[config.mk]
export PLATFORM = sky130hd
export DESIGN_NAME = boa_mdu_seq_flat
export DESIGN_NICKNAME = d
export VERILOG_FILES = /design/src/rtl/boa_mdu_seq_if.sv /design/src/rtl/boa_mdu_seq.sv /design/src/flat_wrapper.sv
export SDC_FILE = /design/constraint.sdc
export NUM_CORES = 2
export LEC_CHECK = 0
export ABC_AREA = 0
export BUFFER_PORTS_ARGS = -buffer_cell sky130_fd_sc_hd__buf_2
export CORE_MARGIN = 5
export CORE_UTILIZATION = 54
export CTS_CLUSTER_DIAMETER = 40
export DETAILED_ROUTE_END_ITERATION = 7
export GPL_ROUTABILITY_DRIVEN = 0
export HOLD_SLACK_MARGIN = 0.03
export PLACE_DENSITY = 0.72
export SYNTH_ARGS = -nofsm -noshare
export SYNTH_HDL_FRONTEND = slang
export SYNTH_SLANG_ARGS = --single-unit
[constraint.sdc]
create_clock -name clk -period 22.3 [get_ports clk]
set_input_delay 2.23 -clock clk [delete_from_list [all_inputs] [get_ports clk]]
set_output_delay 2.23 -clock clk [all_outputs]
set_load 0.1 [all_outputs]
[src/rtl/boa_mdu_seq_if.sv]
// Issue/writeback handshake bundle for the RV32M sequencer.
// The upstream side offers one op (valid/ready) and the downstream side drains
// one tagged result (valid/ready).
interface boa_mdu_seq_if #(
  parameter int TAG_W = 5
);
  logic             in_valid;
  logic             in_ready;
  logic [2:0]       in_funct3;
  logic [31:0]      in_lhs;
  logic [31:0]      in_rhs;
  logic [TAG_W-1:0] in_tag;
  logic             out_valid;
  logic             out_ready;
  logic [31:0]      out_res;
  logic [TAG_W-1:0] out_tag;

  // Driver side: issue stage plus writeback arbiter.
  modport master (
    output in_valid, in_funct3, in_lhs, in_rhs, in_tag, out_ready,
    input  in_ready, out_valid, out_res, out_tag
  );

  // Sequencer side.
  modport slave (
    input  in_valid, in_funct3, in_lhs, in_rhs, in_tag, out_ready,
    output in_ready, out_valid, out_res, out_tag
  );
endinterface

[src/rtl/boa_mdu_seq.sv]
// RV32M execute-slot sequencer: single-cycle multiplier, multi-cycle restoring
// divider, and a tagged output register held until writeback takes it.
// The divider retires STEPS quotient bits per clock so that DIV_DELAY rounds
// cover all 32 bits; the first round runs on the accept edge itself, which
// makes a result visible exactly DIV_DELAY cycles after the accept cycle.
module boa_mdu_seq #(
  parameter int DIV_DELAY = 8,
  parameter int TAG_W     = 5
) (
  input  logic clk,
  input  logic rst,
  input  logic flush,
  output logic busy,
  boa_mdu_seq_if.slave bus
);
  localparam int STEPS   = (32 + DIV_DELAY - 1) / DIV_DELAY;
  localparam int N       = DIV_DELAY * STEPS;  // dividend width, zero-extended past 32
  localparam int CNT_W   = 6;                  // holds DIV_DELAY-1 up to 31
  localparam bit DIV_ONE = (DIV_DELAY == 1);

  typedef enum logic [1:0] {IDLE, DIV, DONE} state_t;

  state_t           state_reg, state_next;
  logic             accept, mul_acc, div_latch, div_step, div_final;
  logic [CNT_W-1:0] cnt_reg;
  logic [31:0]      rem_reg, divisor_reg;
  logic [N-1:0]     quo_reg;
  logic             neg_q_reg, neg_r_reg, sel_rem_reg;
  logic [TAG_W-1:0] tag_reg;
  logic [31:0]      out_res_reg;
  logic [TAG_W-1:0] out_tag_reg;

  // Operand conditioning and current divider context (live inputs on the accept edge).
  logic             a_neg, b_neg;
  logic [31:0]      a_mag, b_mag, cur_divisor, cur_rem;
  logic [N-1:0]     cur_quo;
  logic             cur_neg_q, cur_neg_r, cur_sel_rem;
  logic [TAG_W-1:0] cur_tag;

  assign a_neg       = !bus.in_funct3[0] && bus.in_lhs[31];
  assign b_neg       = !bus.in_funct3[0] && bus.in_rhs[31];
  assign a_mag       = a_neg ? (~bus.in_lhs + 32'd1) : bus.in_lhs;
  assign b_mag       = b_neg ? (~bus.in_rhs + 32'd1) : bus.in_rhs;
  assign cur_divisor = div_latch ? b_mag : divisor_reg;
  assign cur_rem     = div_latch ? 32'd0 : rem_reg;
  assign cur_quo     = div_latch ? N'(a_mag) : quo_reg;
  // A zero divisor must yield all-ones regardless of sign, so never negate it.
  assign cur_neg_q   = div_latch ? ((a_neg ^ b_neg) && (bus.in_rhs != 32'd0)) : neg_q_reg;
  assign cur_neg_r   = div_latch ? a_neg : neg_r_reg;
  assign cur_sel_rem = div_latch ? bus.in_funct3[1] : sel_rem_reg;
  assign cur_tag     = div_latch ? bus.in_tag : tag_reg;

  // State register.
  always_ff @(posedge clk) begin
    if (rst) state_reg <= IDLE;
    else     state_reg <= state_next;
  end

  // Next-state logic; flush overrides everything and returns to IDLE.
  always_comb begin
    state_next = state_reg;
    case (state_reg)
      IDLE: if (accept) state_next = (mul_acc || DIV_ONE) ? DONE : DIV;
      DIV:  if (cnt_reg == CNT_W'(1)) state_next = DONE;
      DONE: if (bus.out_ready) begin
              if (accept) state_next = (mul_acc || DIV_ONE) ? DONE : DIV;
              else        state_next = IDLE;
            end
      default: state_next = IDLE;
    endcase
    if (flush) state_next = IDLE;
  end

  // Handshake and control outputs decoded from the current state.
  always_comb begin
    bus.in_ready  = !flush && (state_reg == IDLE || (state_reg == DONE && bus.out_ready));
    accept        = bus.in_valid && bus.in_ready;
    mul_acc       = accept && !bus.in_funct3[2];
    div_latch     = accept && bus.in_funct3[2];
    div_step      = (state_reg == DIV);
    div_final     = (div_latch && DIV_ONE) || (div_step && cnt_reg == CNT_W'(1) && !flush);
    bus.out_valid = (state_reg == DONE);
    busy          = (state_reg != IDLE);
  end

  // One divider round: STEPS restoring shift/subtract iterations.
  logic [32:0]  sh;
  logic         ge;
  logic [31:0]  r_w, rem_nx;
  logic [N-1:0] q_w, quo_nx;
  always_comb begin
    r_w = cur_rem;
    q_w = cur_quo;
    sh  = '0;
    ge  = 1'b0;
    for (int i = 0; i < STEPS; i++) begin
      sh = {r_w, q_w[N-1]};
      ge = (sh >= {1'b0, cur_divisor});
      if (ge) sh = sh - {1'b0, cur_divisor};
      r_w = sh[31:0];
      q_w = {q_w[N-2:0], ge};
    end
    rem_nx = r_w;
    quo_nx = q_w;
  end

  // Sign correction and quotient/remainder selection of the finished divide.
  logic [31:0] q32, div_res;
  assign q32     = quo_nx[31:0];
  assign div_res = cur_sel_rem ? (cur_neg_r ? (~rem_nx + 32'd1) : rem_nx)
                               : (cur_neg_q ? (~q32 + 32'd1) : q32);

  // Multiplier: operands extended to 64 bits per signedness; low 64 bits of the product suffice.
  logic        lhs_signed, rhs_signed;
  logic [63:0] lhs64, rhs64, prod;
  logic [31:0] mul_res;
  assign lhs_signed = (bus.in_funct3[1:0] != 2'b11);
  assign rhs_signed = !bus.in_funct3[1];
  assign lhs64      = {{32{lhs_signed & bus.in_lhs[31]}}, bus.in_lhs};
  assign rhs64      = {{32{rhs_signed & bus.in_rhs[31]}}, bus.in_rhs};
  assign prod       = lhs64 * rhs64;
  assign mul_res    = (bus.in_funct3[1:0] == 2'b00) ? prod[31:0] : prod[63:32];

  // Divider state, round counter and the held result register.
  always_ff @(posedge clk) begin
    if (rst) begin
      cnt_reg     <= '0;
      rem_reg     <= '0;
      quo_reg     <= '0;
      divisor_reg <= '0;
      neg_q_reg   <= 1'b0;
      neg_r_reg   <= 1'b0;
      sel_rem_reg <= 1'b0;
      tag_reg     <= '0;
      out_res_reg <= '0;
      out_tag_reg <= '0;
    end else begin
      if (div_latch) begin
        cnt_reg     <= CNT_W'(DIV_DELAY - 1);
        divisor_reg <= b_mag;
        neg_q_reg   <= cur_neg_q;
        neg_r_reg   <= a_neg;
        sel_rem_reg <= bus.in_funct3[1];
        tag_reg     <= bus.in_tag;
      end else if (div_step) begin
        cnt_reg <= cnt_reg - CNT_W'(1);
      end
      if (div_latch || div_step) begin
        rem_reg <= rem_nx;
        quo_reg <= quo_nx;
      end
      if (mul_acc) begin
        out_res_reg <= mul_res;
        out_tag_reg <= bus.in_tag;
      end else if (div_final) begin
        out_res_reg <= div_res;
        out_tag_reg <= cur_tag;
      end
    end
  end

  assign bus.out_res = out_res_reg;
  assign bus.out_tag = out_tag_reg;
endmodule

[src/flat_wrapper.sv]
// flat-port wrapper written by rule: the top's interface ports become plain ports
module boa_mdu_seq_flat 
#(
  parameter int DIV_DELAY = 8,
  parameter int TAG_W     = 5
)
  (clk, rst, flush, busy, bus_in_valid, bus_in_funct3, bus_in_lhs, bus_in_rhs, bus_in_tag, bus_out_ready, bus_in_ready, bus_out_valid, bus_out_res, bus_out_tag);
  boa_mdu_seq_if #(.TAG_W(TAG_W)) bus_i ();
  input  logic clk;
  input  logic rst;
  input  logic flush;
  output logic busy;
  input wire logic [$bits(bus_i.in_valid)-1:0] bus_in_valid;
  input wire logic [$bits(bus_i.in_funct3)-1:0] bus_in_funct3;
  input wire logic [$bits(bus_i.in_lhs)-1:0] bus_in_lhs;
  input wire logic [$bits(bus_i.in_rhs)-1:0] bus_in_rhs;
  input wire logic [$bits(bus_i.in_tag)-1:0] bus_in_tag;
  input wire logic [$bits(bus_i.out_ready)-1:0] bus_out_ready;
  output wire logic [$bits(bus_i.in_ready)-1:0] bus_in_ready;
  output wire logic [$bits(bus_i.out_valid)-1:0] bus_out_valid;
  output wire logic [$bits(bus_i.out_res)-1:0] bus_out_res;
  output wire logic [$bits(bus_i.out_tag)-1:0] bus_out_tag;
  assign bus_i.in_valid = bus_in_valid;
  assign bus_i.in_funct3 = bus_in_funct3;
  assign bus_i.in_lhs = bus_in_lhs;
  assign bus_i.in_rhs = bus_in_rhs;
  assign bus_i.in_tag = bus_in_tag;
  assign bus_i.out_ready = bus_out_ready;
  assign bus_in_ready = bus_i.in_ready;
  assign bus_out_valid = bus_i.out_valid;
  assign bus_out_res = bus_i.out_res;
  assign bus_out_tag = bus_i.out_tag;
  boa_mdu_seq #(.DIV_DELAY(DIV_DELAY), .TAG_W(TAG_W)) u_core (.clk(clk), .rst(rst), .flush(flush), .busy(busy), .bus(bus_i));
endmodule
Word level (Yosys, flattened, before mapping)
Index checks and enable logic that the tools add are counted.
- add/subtract/negate cells: 9
- multipliers: 1
- div/mod/pow operators: 0
- order comparisons: 4
- equality and inequality tests: 7
- shift-type cells: 0
- multiplexer cells: 29
- bitwise logic cells: 7
- reductions and logical operators: 25
- operators with widths (kind ; number):
    $mux 32 ; 15
    $ge 33x32->1 ; 4
    $add 32x1->32 const B ; 4
    $not 32->32 ; 4
    $sub 32x32->32 ; 4
    $mul 33x33->64 ; 1
    $reduce_bool 32->1 ; 1
    $mux 5 ; 3
    $logic_and 1x1->1 ; 10
    $mux 2 ; 5
    $eq 6x1->1 const B ; 1
    $mux 3 ; 2
    $ne 2x2->1 const B ; 3
    $pmux 2 s3 ; 1
    $reduce_bool 2->1 ; 3
    $sub 6x1->6 const B ; 1
    $logic_not 1->1 ; 4
    $logic_not 2->1 ; 2
    $reduce_or 2->1 ; 2
    $mux 1 ; 3
    $reduce_and 3->1 ; 1
    $and 1x1->1 ; 2
    $eq 2x1->1 const B ; 1
    $eq 2x2->1 const B ; 1
    3 further kinds ; 4
- register bits: 149
- latch bits: 0
- RAM bits: 0
- bits in read-only memories: 0
- input port bits: 77
- output and inout bits: 40
- logic and storage cells: 94
- memories kept: 0

Depth between registers and ports, before layout
- depth in word-level cells: 21
- mapped depth: 81
- depth with buffers taken out: 66

Worst setup path before layout
No wires, ideal clock.
- path kind: in2reg
- start: input bus_out_ready
- end: register u_core.out_res_reg[26] (netlist: u_core.bus.out_res[26])
- library setup time: 86 ps
- arrival time: 18696 ps
- required time: 22214 ps
- path slack: 3518 ps
- stages on the path: 75
- path buffers: 22
- cells stage by stage: nand2b_1 > nand3_1 > clkbuf_1 > clkbuf_1 > clkbuf_1 > clkbuf_1 > clkbuf_1 > clkbuf_1 > buf_1 > clkbuf_1 > clkbuf_1 > a21oi_1 > a21oi_1 > ha_1 > nand2b_1 > a21oi_2 > o2111ai_2 > o211a_1 > (+39 left out) > nand3_1 > o211ai_1 > nand2_1 > a31oi_4 > nand2_2 > inv_1 > clkbuf_1 > buf_1 > mux2i_1 > inv_1 > ha_1 > o311ai_0 > nor4_1 > a32oi_1 > or2_2 > o31a_1 > xnor2_1 > a211oi_1
- longest elaborated chain between the ends: 20
- elaborated cells between the ends (all ways): 34
- those cells by class: add/sub: 6; order compare: 4; mux: 15; bitwise: 2; reduce/logical: 7
- RTL lines (element ; line ; text):
    start, declared ; flat_wrapper.sv:18 ; input wire logic [$bits(bus_i.out_ready)-1:0] bus_out_ready;
    $logic_and 1x1->1 (*) ; boa_mdu_seq.sv:76 ; bus.in_ready = !flush && (state_reg == IDLE || (state_reg == DONE && bus.out_ready));
    $logic_or 1x1->1 (*) ; boa_mdu_seq.sv:76 ;
    $logic_and 1x1->1 (*) ; boa_mdu_seq.sv:76 ;
    $logic_and 1x1->1 (*) ; boa_mdu_seq.sv:77 ; accept = bus.in_valid && bus.in_ready;
    $logic_and 1x1->1 ; boa_mdu_seq.sv:79 ; div_latch = accept && bus.in_funct3[2];
    $mux 32, on equally long branches ; n/a ;
    $sub 32x32->32 or $ge 33x32->1 (tied branches) ; boa_mdu_seq.sv:99, boa_mdu_seq.sv:98 ;
    $mux 32 ; boa_mdu_seq.sv:99 ; if (ge) sh = sh - {1'b0, cur_divisor};
    (+3 left out) ; n/a ;
    $mux 32 ; boa_mdu_seq.sv:99 ;
    $sub 32x32->32 or $ge 33x32->1 (tied branches) ; boa_mdu_seq.sv:99, boa_mdu_seq.sv:98 ;
    $mux 32 ; boa_mdu_seq.sv:99 ;
    $not 32->32 ; boa_mdu_seq.sv:110 ; assign div_res = cur_sel_rem ? (cur_neg_r ? (~rem_nx + 32'd1) : rem_nx)
    $add 32x1->32 ; boa_mdu_seq.sv:110 ;
    $mux 32 (2 in series) ; boa_mdu_seq.sv:110 ;
    $mux 32 ; boa_mdu_seq.sv:155 ; end else if (div_final) begin
    $mux 32 ; boa_mdu_seq.sv:152 ; if (mul_acc) begin
    end signal, assigned ; boa_mdu_seq.sv:153 ; out_res_reg <= mul_res;
    end signal, assigned ; boa_mdu_seq.sv:156 ; out_res_reg <= div_res;
    end, declared ; boa_mdu_seq.sv:30 ; logic [31:0] out_res_reg;
Every way passes the cells marked *; elsewhere a longest branch is shown, timed or not. The select of a mux whose other input is x is not followed.
A chain may end at the register's enable or synchronous reset.

Worst setup path after layout
- start: input bus_in_rhs[7]
- end: register u_core.out_res_reg[26] (netlist: u_core.bus.out_res[26])
- longest elaborated chain between the ends: 18
- elaborated cells between the ends (all ways): 30
- those cells by class: add/sub: 7; mul: 1; order compare: 4; mux: 13; bitwise: 3; reduce/logical: 2
- RTL lines (element ; line ; text):
    start, declared ; flat_wrapper.sv:16 ; input wire logic [$bits(bus_i.in_rhs)-1:0] bus_in_rhs;
    $not 32->32 ; boa_mdu_seq.sv:43 ; assign b_mag = b_neg ? (~bus.in_rhs + 32'd1) : bus.in_rhs;
    $add 32x1->32 ; boa_mdu_seq.sv:43 ;
    $mux 32 ; boa_mdu_seq.sv:43 ;
    $mux 32 ; n/a ;
    $sub 32x32->32 or $ge 33x32->1 (tied branches) ; boa_mdu_seq.sv:99, boa_mdu_seq.sv:98 ;
    $mux 32 ; boa_mdu_seq.sv:99 ;
    $sub 32x32->32 or $ge 33x32->1 (tied branches) ; boa_mdu_seq.sv:99, boa_mdu_seq.sv:98 ;
    $mux 32 ; boa_mdu_seq.sv:99 ;
    $sub 32x32->32 or $ge 33x32->1 (tied branches) ; boa_mdu_seq.sv:99, boa_mdu_seq.sv:98 ;
    $mux 32 ; boa_mdu_seq.sv:99 ;
    $sub 32x32->32 or $ge 33x32->1 (tied branches) ; boa_mdu_seq.sv:99, boa_mdu_seq.sv:98 ;
    $mux 32 ; boa_mdu_seq.sv:99 ;
    $not 32->32 ; boa_mdu_seq.sv:110 ;
    $add 32x1->32 ; boa_mdu_seq.sv:110 ;
    $mux 32 (2 in series) ; boa_mdu_seq.sv:110 ;
    $mux 32 ; boa_mdu_seq.sv:155 ;
    $mux 32 (*) ; boa_mdu_seq.sv:152 ;
Marked as above.

==> reports/metrics.csv <==
stage,metric,value,unit
status,run status,finished with violations,
status,failing checks,design-rule violations,
yosys,yosys warns,0,
critical_path,CP max stage delay,1030,ps
final_layout,layout net count,8082,
sta,fmax,0.04824,GHz
global_route,GRT Total Usage,34.40,%
yosys,"Seq/Total Area, Yosys",5.381,%
routing,total number of vias,48369,
global_route,vias in the first global route,49820,
clocking,clk slew on worst S/H paths,70,ps
floorplan,die area,0.1092,mm^2
clocking,Setup Buffers After CTS,0,
min_path,"Endpoint, Worst Hold",u_core.quo_reg[27],
floorplan,core area,0.1019,mm^2
routing,remaining antenna violation count,0,
yosys,"top cells by area, synth","fa_1 (41%), ha_1 (7.8%), nand2_1 (7.5%)",
final_layout,fraction of layout cells with a size suffix above 1,5.258,%
yosys,cell area after synthesis,0.05543,mm^2
routing,final WL,186.1,mm
global_route,antenna violations before repair,11,
yosys,"EDFF count, synth",0,
critical_path,Setup CP Type,input port to register,
sta,Worst Skew,15.84,ps
critical_path,"CP delay by family, top",compound AO/OA/AOI/OAI gates,
yosys,mux cell area share after synthesis,1.849,%
routing,vias per cell,6.107,
sta,WHS,457.1,ps
sta,Max Slew Vio Count,0,
clocking,CTS root buf,clkbuf_16,
floorplan,num ports,117,
clocking,CTS Buf Count,17,
yosys,syn_area_per_cell,8.313,um^2
critical_path,Reg2Reg Capture Point,u_core.bus.out_res[26],
yosys,Synth Net Count,8220,
min_path,hold_sp,u_core.quo_reg[27],
critical_path,worst r2r path cells,52,
global_route,largest net degree at the start of global routing,115,
sta,setup TNS,0,ps
critical_path,crit path DAT,21090,ps
sta,Final min period,20730,ps
yosys,Post-synth top flop,dfxtp_1,
sta,# setup viols final,0,
yosys,Simple-Gate Fraction of Synth Area,17.83,%
yosys,"Distinct cells, synth",92,
clocking,Post-CTS Hold Buffers,0,
routing,DRC,56,
min_path,hold depth,2,
critical_path,Critical Path Sink Type,register,
floorplan,num rows,117,
placement,buffers added on ports,116,
routing,1st-iter DRT viols,5480,
floorplan,Initial Util,54.41,%
global_route,grt total ovfl,0,
sta,RSZ-0062 raised after global routing,false,
critical_path,"critical path fanouts, max",34,
global_route,first-pass GRT wire length,289.2,mm
yosys,largest family of logic cells by synthesized area,adder cells,
critical_path,Worst path slowest cell,nor4_1,
floorplan,Die Wd,330.4,um
critical_path,Worst Path Buf+Inv,9,
clocking,CTS Buffer Depth,2,
clocking,post-cts sizing count,0,
critical_path,Reg2Reg Setup Slack,4610,ps
yosys,Cells after Synth,6668,
clocking,"Clk Latency, worst-skew pair",450,ps
yosys,Synth Area in Adders,48.58,%
yosys,area share of the largest cell type after synthesis,40.77,%
sta,max_slew headroom,18.28,%
placement,dpl hpwl,143.7,mm
final_layout,"Area growth, synth to finish",4.309,%
critical_path,cell mode on critical path,ha_1,
clocking,Clock H-tree levels,4,
clocking,# clock sinks,149,
flow_run,MaxCap Viol Count,0,
routing,Routed WL per cell,23.50,um
critical_path,CP required,22660,ps
sta,Fin. Hold Viols,0,
yosys,Compound-Gate Fraction of Synth Area,11.90,%
yosys,ys async rst share,0,%
yosys,#FFs+latches synth,149,
sta,period utilisation layout,92.95,%
routing,DR pass1 iterations,8,
critical_path,R2R Path Start,u_core.state_reg[0],
yosys,XOR/XNOR Fraction of Synth Area,4.487,%
floorplan,Die Y,330.4,um
sta,Slew @ Worst Pin,1215,ps
critical_path,Startpoint Class,input port,
clocking,CTS tree,done,
yosys,"area leader, netlist",fa_1,
final_layout,filler instances,9327,
min_path,Hold Crit Class,register to register,
stage by stage:
stage                     setup slack (ps)  cells  cell area [um^2]  utilization [%]
after detailed placement              2133   7879             57200            56.15
final                                 1572   7920             57820            56.75
after floorplan                       3518   6668             55430                -
after global placement                2734   7879             57200            56.15
after global routing                 662.4   7913             57800            56.73
after CTS                             2529   7910             57800            56.73
kinds of logic after synthesis:
logic type | count (synthesis)
AO/OA/AOI/OAI | 1028
adder cells (fa/ha/maj) | 1475
multiplexers | 100
buffers and inverters | 1465
flip-flops | 149
AND/OR/NAND/NOR | 2167
XOR/XNOR | 284
layout make-up:
| class | instances | area (um^2) | area share [%] |
|---|---|---|---|
| antenna | 10 | 25.02 | 0.04328 |
| multi-input combinational | 5054 | 46970 | 81.23 |
| sequential | 149 | 2983 | 5.159 |
| clock buffer | 17 | 425.4 | 0.7357 |
| clock inverter | 14 | 166.4 | 0.2878 |
| inverter | 1067 | 4005 | 6.927 |
| timing repair buffer | 241 | 1534 | 2.653 |
| tap | 1368 | 1712 | 2.960 |
cell usage in the layout, fill, tap and decap left out, types with 17 or more instances in the layout:
master        n
o21bai_1     24
and2_1      310
ha_1        346
a31oi_1      41
buf_2       115
o21a_1       29
nand3_1      40
nor2_1      363
fa_1       1129
nand2_1    1102
a21oi_1     332
xnor2_1     180
nand4_1      31
inv_1      1066
nor2b_1      30
nor3_1       67
nor4_1       28
o21ai_0     205
nand2b_1     68
clkbuf_16    17
a211oi_1     72
dfxtp_1     149
mux2_2       19
o31ai_1      29
and3_1       28
o211ai_1     24
or3_1        18
buf_4       125
xor2_1      104
mux2i_1      80
a21o_1       90
tightest hold or removal path, cell delays in order (launching register included):
cell,delay (ps)
dfxtp_1,310
nand2_1,50
a21oi_1,50
cell usage after synthesis (90+ instances only):
| cell type | instances |
|---|---|
| fa_1 | 1129 |
| nand2_1 | 1104 |
| inv_1 | 1066 |
| nor2_1 | 365 |
| ha_1 | 346 |
| clkbuf_1 | 337 |
| a21oi_1 | 332 |
| and2_1 | 310 |
| o21ai_0 | 205 |
| xnor2_1 | 180 |
| dfxtp_1 | 149 |
| xor2_1 | 104 |
| a21o_1 | 90 |
routing by layer:
layer,global-route usage [%],part of all wire (%),vias to the layer above
li1,-,-,20693
met1,44.74,37,23959
met2,52.85,43,3046
met3,10.47,14,663
met4,16.58,6.5,8
met5,0,0.027,-
how the worst max path moves through the flow:
stage                                  end           from  cells past startpoint  slack, ps
floorplan           u_core.bus.out_res[26]  bus_out_ready                     75       3520
global placement    u_core.bus.out_res[26]  bus_in_rhs[7]                     61       2730
detailed placement  u_core.bus.out_res[26]  bus_in_rhs[7]                     61       2130
CTS                 u_core.bus.out_res[26]  bus_in_rhs[7]                     61       2530
global route        u_core.bus.out_res[30]  bus_in_rhs[7]                     61        660
finish              u_core.bus.out_res[26]  bus_in_rhs[7]                     61       1570
Power is not shown: default switching activity piles up to over one toggle a cycle in this logic, so the estimate is an artifact.
